--- config.mk ---
export PLATFORM = sky130hd
export DESIGN_NAME = kamus_fetch_ctrl
export DESIGN_NICKNAME = d
export VERILOG_FILES = /design/src/rtl/kamus_pkg.sv /design/src/rtl/kamus_fetch_ctrl.sv
export SDC_FILE = /design/constraint.sdc
export NUM_CORES = 1
export LEC_CHECK = 0
export BUFFER_PORTS_ARGS = -buffer_cell sky130_fd_sc_hd__buf_4
export CORE_MARGIN = 2
export CORE_UTILIZATION = 30
export CTS_BUF_LIST = sky130_fd_sc_hd__clkbuf_4
export DETAILED_ROUTE_END_ITERATION = 6
export HOLD_SLACK_MARGIN = 0.06
export PLACE_DENSITY_LB_ADDON = 0.3
export SETUP_SLACK_MARGIN = 0.3
export SLEW_MARGIN = 10
export SYNTH_ARGS = -nofsm -noshare
export SYNTH_HDL_FRONTEND = slang
export SYNTH_SLANG_ARGS = --single-unit
--- constraint.sdc ---
create_clock -name clk_i -period 3.74 [get_ports clk_i]
set_input_delay 0 -clock clk_i [delete_from_list [all_inputs] [get_ports clk_i]]
set_output_delay 0 -clock clk_i [all_outputs]
set_load 0.1 [all_outputs]
--- src/rtl/kamus_pkg.sv ---
// Shared types for the kamus instruction-fetch front end.
//   fetch_state_e          : fetch controller FSM states
//   instr_addr_sel_state_e : source of the next fetch pc
//   fetch_entry_t          : {instruction, pc} word held by the output/skid registers
package kamus_pkg;

    localparam int unsigned XLEN = 32;
    localparam int unsigned ILEN = 32;
    localparam logic [XLEN-1:0] PC_STEP = XLEN'(4);

    typedef enum logic [1:0] {
        FS_IDLE,
        FS_REQ,
        FS_WAIT,
        FS_HOLD
    } fetch_state_e;

    typedef enum logic [1:0] {
        ADDR_SEL_KEEP,
        ADDR_SEL_SEQ,
        ADDR_SEL_REDIRECT
    } instr_addr_sel_state_e;

    typedef struct packed {
        logic [ILEN-1:0] instr;
        logic [XLEN-1:0] pc;
    } fetch_entry_t;

    // Force word alignment of a jump/branch target.
    function automatic logic [XLEN-1:0] align_pc(input logic [XLEN-1:0] addr);
        return {addr[XLEN-1:2], 2'b00};
    endfunction

endpackage

--- src/rtl/kamus_fetch_ctrl.sv ---
// Instruction fetch controller: issues one L1I request at a time, buffers the
// returned word in an output register (plus a one-entry skid) toward ID, and
// handles EX redirects by flushing buffered words and killing in-flight data.
// Ports:
//   clk_i, rst_ni                 clock, async active-low reset
//   fetch_en_i                    level enable for new requests
//   id_stall_i                    ID cannot take the presented word
//   ex_redirect_i, ex_target_i    redirect pulse and target pc
//   l1i_req_o, l1i_addr_o         request / address to L1I (addr = internal pc)
//   l1i_gnt_i                     L1I accepted the request
//   l1i_rvalid_i, l1i_rdata_i     L1I response for the outstanding request
//   id_valid_o, id_instr_o, id_pc_o  word presented to ID
//   flush_o                       IF/ID kill, same-cycle copy of ex_redirect_i
module kamus_fetch_ctrl
    import kamus_pkg::*;
#(
    parameter logic [XLEN-1:0] BOOT_ADDR = 32'h0
) (
    input  logic            clk_i,
    input  logic            rst_ni,
    input  logic            fetch_en_i,
    input  logic            id_stall_i,
    input  logic            ex_redirect_i,
    input  logic [XLEN-1:0] ex_target_i,
    output logic            l1i_req_o,
    output logic [XLEN-1:0] l1i_addr_o,
    input  logic            l1i_gnt_i,
    input  logic            l1i_rvalid_i,
    input  logic [ILEN-1:0] l1i_rdata_i,
    output logic            id_valid_o,
    output logic [ILEN-1:0] id_instr_o,
    output logic [XLEN-1:0] id_pc_o,
    output logic            flush_o
);

    fetch_state_e          r_state;
    fetch_state_e          w_state_nxt;
    fetch_state_e          w_resume_state;
    logic                  r_kill;
    logic                  w_kill_nxt;
    logic [XLEN-1:0]       r_pc;
    logic                  r_out_valid;
    fetch_entry_t          r_out;
    fetch_entry_t          r_skid;
    fetch_entry_t          w_rsp_entry;
    logic                  w_consume;
    logic                  w_req;
    logic                  w_out_load_rsp;
    logic                  w_out_load_skid;
    logic                  w_skid_load;
    instr_addr_sel_state_e w_pc_sel;

    assign w_consume      = r_out_valid & ~id_stall_i;
    assign w_resume_state = fetch_en_i ? FS_REQ : FS_IDLE;
    // pc already advanced on grant, so the in-flight word belongs to pc - 4.
    assign w_rsp_entry    = '{instr: l1i_rdata_i, pc: r_pc - PC_STEP};

    // State and kill-flag register.
    always_ff @(posedge clk_i or negedge rst_ni) begin
        if (!rst_ni) begin
            r_state <= FS_IDLE;
            r_kill  <= 1'b0;
        end else begin
            r_state <= w_state_nxt;
            r_kill  <= w_kill_nxt;
        end
    end

    // Next-state, request and buffer-control decode; redirect overrides all.
    always_comb begin
        w_state_nxt     = r_state;
        w_kill_nxt      = r_kill;
        w_req           = 1'b0;
        w_out_load_rsp  = 1'b0;
        w_out_load_skid = 1'b0;
        w_skid_load     = 1'b0;
        w_pc_sel        = ADDR_SEL_KEEP;

        unique case (r_state)
            FS_IDLE: begin
                if (fetch_en_i) w_state_nxt = FS_REQ;
            end
            FS_REQ: begin
                w_req = fetch_en_i & ~(r_out_valid & id_stall_i);
                if (w_req && l1i_gnt_i) begin
                    w_pc_sel    = ADDR_SEL_SEQ;
                    w_state_nxt = FS_WAIT;
                end else if (!fetch_en_i) begin
                    w_state_nxt = FS_IDLE;
                end
            end
            FS_WAIT: begin
                if (l1i_rvalid_i) begin
                    w_state_nxt = w_resume_state;
                    if (r_kill) begin
                        w_kill_nxt = 1'b0;
                    end else if (!r_out_valid || !id_stall_i) begin
                        w_out_load_rsp = 1'b1;
                    end else begin
                        w_skid_load = 1'b1;
                        w_state_nxt = FS_HOLD;
                    end
                end
            end
            FS_HOLD: begin
                if (w_consume) begin
                    w_out_load_skid = 1'b1;
                    w_state_nxt     = w_resume_state;
                end
            end
            default: w_state_nxt = FS_IDLE;
        endcase

        if (ex_redirect_i) begin
            w_out_load_rsp  = 1'b0;
            w_out_load_skid = 1'b0;
            w_skid_load     = 1'b0;
            w_pc_sel        = ADDR_SEL_REDIRECT;
            w_kill_nxt      = 1'b0;
            unique case (r_state)
                FS_IDLE: w_state_nxt = FS_IDLE;
                FS_REQ: begin
                    // A grant in the redirect cycle leaves stale data in flight.
                    if (w_req && l1i_gnt_i) begin
                        w_state_nxt = FS_WAIT;
                        w_kill_nxt  = 1'b1;
                    end else begin
                        w_state_nxt = FS_REQ;
                    end
                end
                FS_WAIT: begin
                    // Stale data arriving this very cycle is simply dropped.
                    if (l1i_rvalid_i) begin
                        w_state_nxt = FS_REQ;
                    end else begin
                        w_state_nxt = FS_WAIT;
                        w_kill_nxt  = 1'b1;
                    end
                end
                default: w_state_nxt = FS_REQ;
            endcase
        end
    end

    // pc, output register and skid register.
    always_ff @(posedge clk_i or negedge rst_ni) begin
        if (!rst_ni) begin
            r_pc        <= BOOT_ADDR;
            r_out_valid <= 1'b0;
            r_out       <= '0;
            r_skid      <= '0;
        end else begin
            case (w_pc_sel)
                ADDR_SEL_SEQ:      r_pc <= r_pc + PC_STEP;
                ADDR_SEL_REDIRECT: r_pc <= align_pc(ex_target_i);
                default:           r_pc <= r_pc;
            endcase

            if (ex_redirect_i) begin
                r_out_valid <= 1'b0;
                r_out       <= '0;
                r_skid      <= '0;
            end else begin
                if (w_out_load_rsp) begin
                    r_out_valid <= 1'b1;
                    r_out       <= w_rsp_entry;
                end else if (w_out_load_skid) begin
                    r_out_valid <= 1'b1;
                    r_out       <= r_skid;
                end else if (w_consume) begin
                    r_out_valid <= 1'b0;
                end
                if (w_skid_load) r_skid <= w_rsp_entry;
            end
        end
    end

    assign l1i_req_o  = w_req;
    assign l1i_addr_o = r_pc;
    assign id_valid_o = r_out_valid;
    assign id_instr_o = r_out.instr;
    assign id_pc_o    = r_out.pc;
    assign flush_o    = ex_redirect_i;

endmodule

==> flow_metrics.py <==
metrics = {
    "outcome": {
        "status": "finished, final reports clean",
    },
    "global_route": {
        "overflow": 0,
        "globalRouteMet3Util_pct": 3.42,
        "use_met2_pct": 29.1,
        "grt_pass1_vias": 7448,
        "gr-usage-all-layers_pct": 17.9,
        "antenna_found_initial": 1,
        "gr-usage-met1_pct": 24.3,
        "grt_max_degree": 75,
        "busiest_layer": "met2",
        "grt_pass1_wl_mm": 40.6,
    },
    "sta": {
        "setup_slack_ps": 1080,
        "rsz0062_at_grt": "false",
        "worstMarginPinSlew_ps": 788,
        "finalSetupTns_ps": 0,
        "period_needed_ps": 2660,
        "min_period_over_period_pct": 71.0,
        "finalSetupViolations": 0,
        "finalHoldViolCount": 0,
        "clock.fmax_mhz": 377,
        "slew_headroom_pct": 47.5,
        "clock-skew-final_ps": 25.8,
        "slew_violations": 0,
    },
    "critical_path": {
        "cp_top_family": "simple AND/OR/NAND/NOR gates",
        "startpoint": "l1i_addr_o[2]",
        "cp_max_fo": 11,
        "r2r_slack_ps": 1080,
        "cp_cell_sequence": "nor4_4, nand4_1, nor4_1, xnor2_1, o22ai_1",
        "path_depth": 5,
        "worst_ep_required_time_ps": 4170,
        "arrival_ps": 3090,
        "reg2reg_from": "l1i_addr_o[2]",
        "endpoint_kind": "flop",
        "rr_worst_depth": 5,
        "max_stage_delay_ps": 570,
        "path_class": "reg2reg",
        "cp_num_buf_inv": 0,
        "start_kind": "flop",
        "critical-path-slowest-cell": "dfrtp_1",
    },
    "yosys": {
        "netlist_area_um2": 8250,
        "ys.flop_type": "dfrtp_1",
        "synth_edf_count": 0,
        "synth_seq_area_share_pct": 48.5,
        "syn_area_per_cell_um2": 8.70,
        "synth_xor_area_share_pct": 4.99,
        "synth_top_family_by_area": "simple AND/OR/NAND/NOR gates",
        "synth_area_leaders": "dfrtp_1 49%, nand2_1 7.0%, o21ai_0 6.7%, a21oi_1 5.9%, nor2_1 4.3%",
        "synth_common_cells": "160 x dfrtp_1, 155 x nand2_1, 110 x o21ai_0",
        "synth-seq-cells": 160,
        "synth-compound-area-share_pct": 17.5,
        "ys_async_sr_fraction_pct": 100,
        "synth_cells": 949,
        "yosysMostFrequentCell": "dfrtp_1",
        "synthAdderAreaFrac_pct": 1.06,
        "yosysUniqueCellTypes": 57,
        "synth_top_area_share_pct": 48.5,
        "yosysTopAreaCell": "dfrtp_1",
        "synthSimpleGateAreaFrac_pct": 21.6,
        "ys_warn_count": 0,
        "synth.area.mux_share_pct": 1.38,
    },
    "layout": {
        "syn2layout_area_growth_pct": 30.7,
        "stdcell_area_um2": 10800,
        "final-instance-count-excl-fill": 1493,
        "layout-drive-gt1-share_pct": 20.7,
        "post-route-util_pct": 40.0,
        "fin_nets": 1215,
    },
    "detailed_routing": {
        "first_iter_violations": 550,
        "via_per_inst": 5.11,
        "drtAntennaViolNets": 0,
        "vias": 7635,
        "drtPass1Iterations": 5,
        "drc": 0,
        "drt_wl_total_mm": 25.6,
        "wl_per_cell_um": 17.2,
    },
    "cts": {
        "cts_sinks": 160,
        "cts_root_buffer": "clkbuf_4",
        "cts_buffers": 17,
        "clk_pin_slew_ps": 150,
        "h-tree-depth": 4,
        "clk_latency_ps": 580,
        "ctsLongestPathBuffers": 2,
        "cts_tree": "built",
    },
    "placed_design": {
        "pre_cts_ws_ps": 1160,
        "numPortBuffers": 165,
        "dp_cells": 1384,
        "gp_congestion": 0.858,
        "place_area_um2": 9690,
        "dp_hpwl_mm": 16.4,
    },
    "power_and_ir_drop": {
        "power_switching_mw": 2.70,
        "p_leak_nw": 4.53,
        "power_density_nw_per_um2": 524,
        "p_clk_share_pct": 21.2,
        "intPower_mw": 2.95,
        "swShare_pct": 47.7,
        "vdd_drop_max_mv": 0.271,
        "comb_power_share_pct": 41.4,
        "seq_power_share_pct": 37.4,
    },
    "min_path": {
        "hold_class": "in2reg",
        "whs_path_depth": 4,
        "hold_start": "ex_target_i[5]",
    },
    "floorplanning": {
        "die_h_um": 170,
        "start_util_pct": 30.6,
        "fp.dieW_um": 170,
        "core_area_um2": 27000,
        "rows": 60,
        "ios": 170,
        "die-area_um2": 28900,
    },
    "run": {
        "drv_cap": 0,
    },
}
## per-layer routing
layer  vias to the layer above  part of all wire (%)
met4                         0                   1.3
met1                      3645                    46
li1                       3655                     -
met3                        31                   6.3
met5                         -                     0
met2                       304                    47
## stage by stage
stage	power (mW)	hold slack, ps
final	5.65	157
after global routing	5.90	120
after CTS	5.69	117
after detailed placement	4.41	138
after global placement	4.40	131
after floorplan	3.81	-296
## placed cells by master (no fill, tap or decap), drive strengths merged, types with 12 or more instances in the layout
master,synthesis,routed
nor2,94,94
xnor2,35,35
buf,26,177
nand3,14,14
dfrtp,160,160
o21ai,113,113
nand2,155,155
o21a,12,12
inv,11,19
clkbuf,57,17
xor2,12,12
nor4,23,23
dlygate4sd3,0,74
a21oi,97,97
nor3,24,24
nand4,17,17
## power groups by stage
stage          Combinational, mW  Clock (mW)  Sequential (mW)
2_1_floorplan              0.599           0             3.21
3_3_place_gp                2.26           0             2.14
3_5_place_dp                2.26           0             2.15
4_1_cts                     2.35        1.23             2.11
5_1_grt                     2.46        1.30             2.14
6_report                    2.34        1.20             2.11
## worst reg2reg max path, delay by kind of cell (launching register included)
family          cells  cell delay [ps]
simple gates        3             1610
flops               1              570
xor+xnor            1              210
compound gates      1              120
## state kept, by name, indices dropped and copies added, names as in the netlist
| signal | count |
|---|---|
| r_skid | 63 |
| id_instr_o | 32 |
| id_pc_o | 31 |
| l1i_addr_o | 30 |
| r_state | 2 |
| id_valid_o | 1 |
| r_kill | 1 |
## final cells by class
cell class | instances | area (um^2)
fill | 2690 | 16200
sequential | 160 | 4000
multi-input combinational | 696 | 3870
timing repair buffer | 251 | 2110
tap | 341 | 427
clock inverter | 15 | 196
clock buffer | 17 | 128
inverter | 11 | 41.3
antenna | 2 | 5.00
## worst paths after layout
check | to
max | id_pc_o[31]
min | l1i_addr_o[5]
max reg2reg | id_pc_o[31]
min reg2reg | id_pc_o[9]
max in group asynchronous | id_pc_o[27]
min in group asynchronous | r_skid[59]
## cell families after synthesis
group	count (synthesis)
simple gates	370
other cells	1
fa+ha+maj	7
mux	11
flops	160
buf+inv	94
xor+xnor	47
compound gates	259
## what timing repair did
action,4_1_cts,5_1_grt
hold buffers,75,0
gates resized for setup,0,0
endpoints found under the hold margin,199,0
setup buffers,0,0
setup endpoints to repair,0,0
Note: power is estimated with default switching activity, not from simulation.
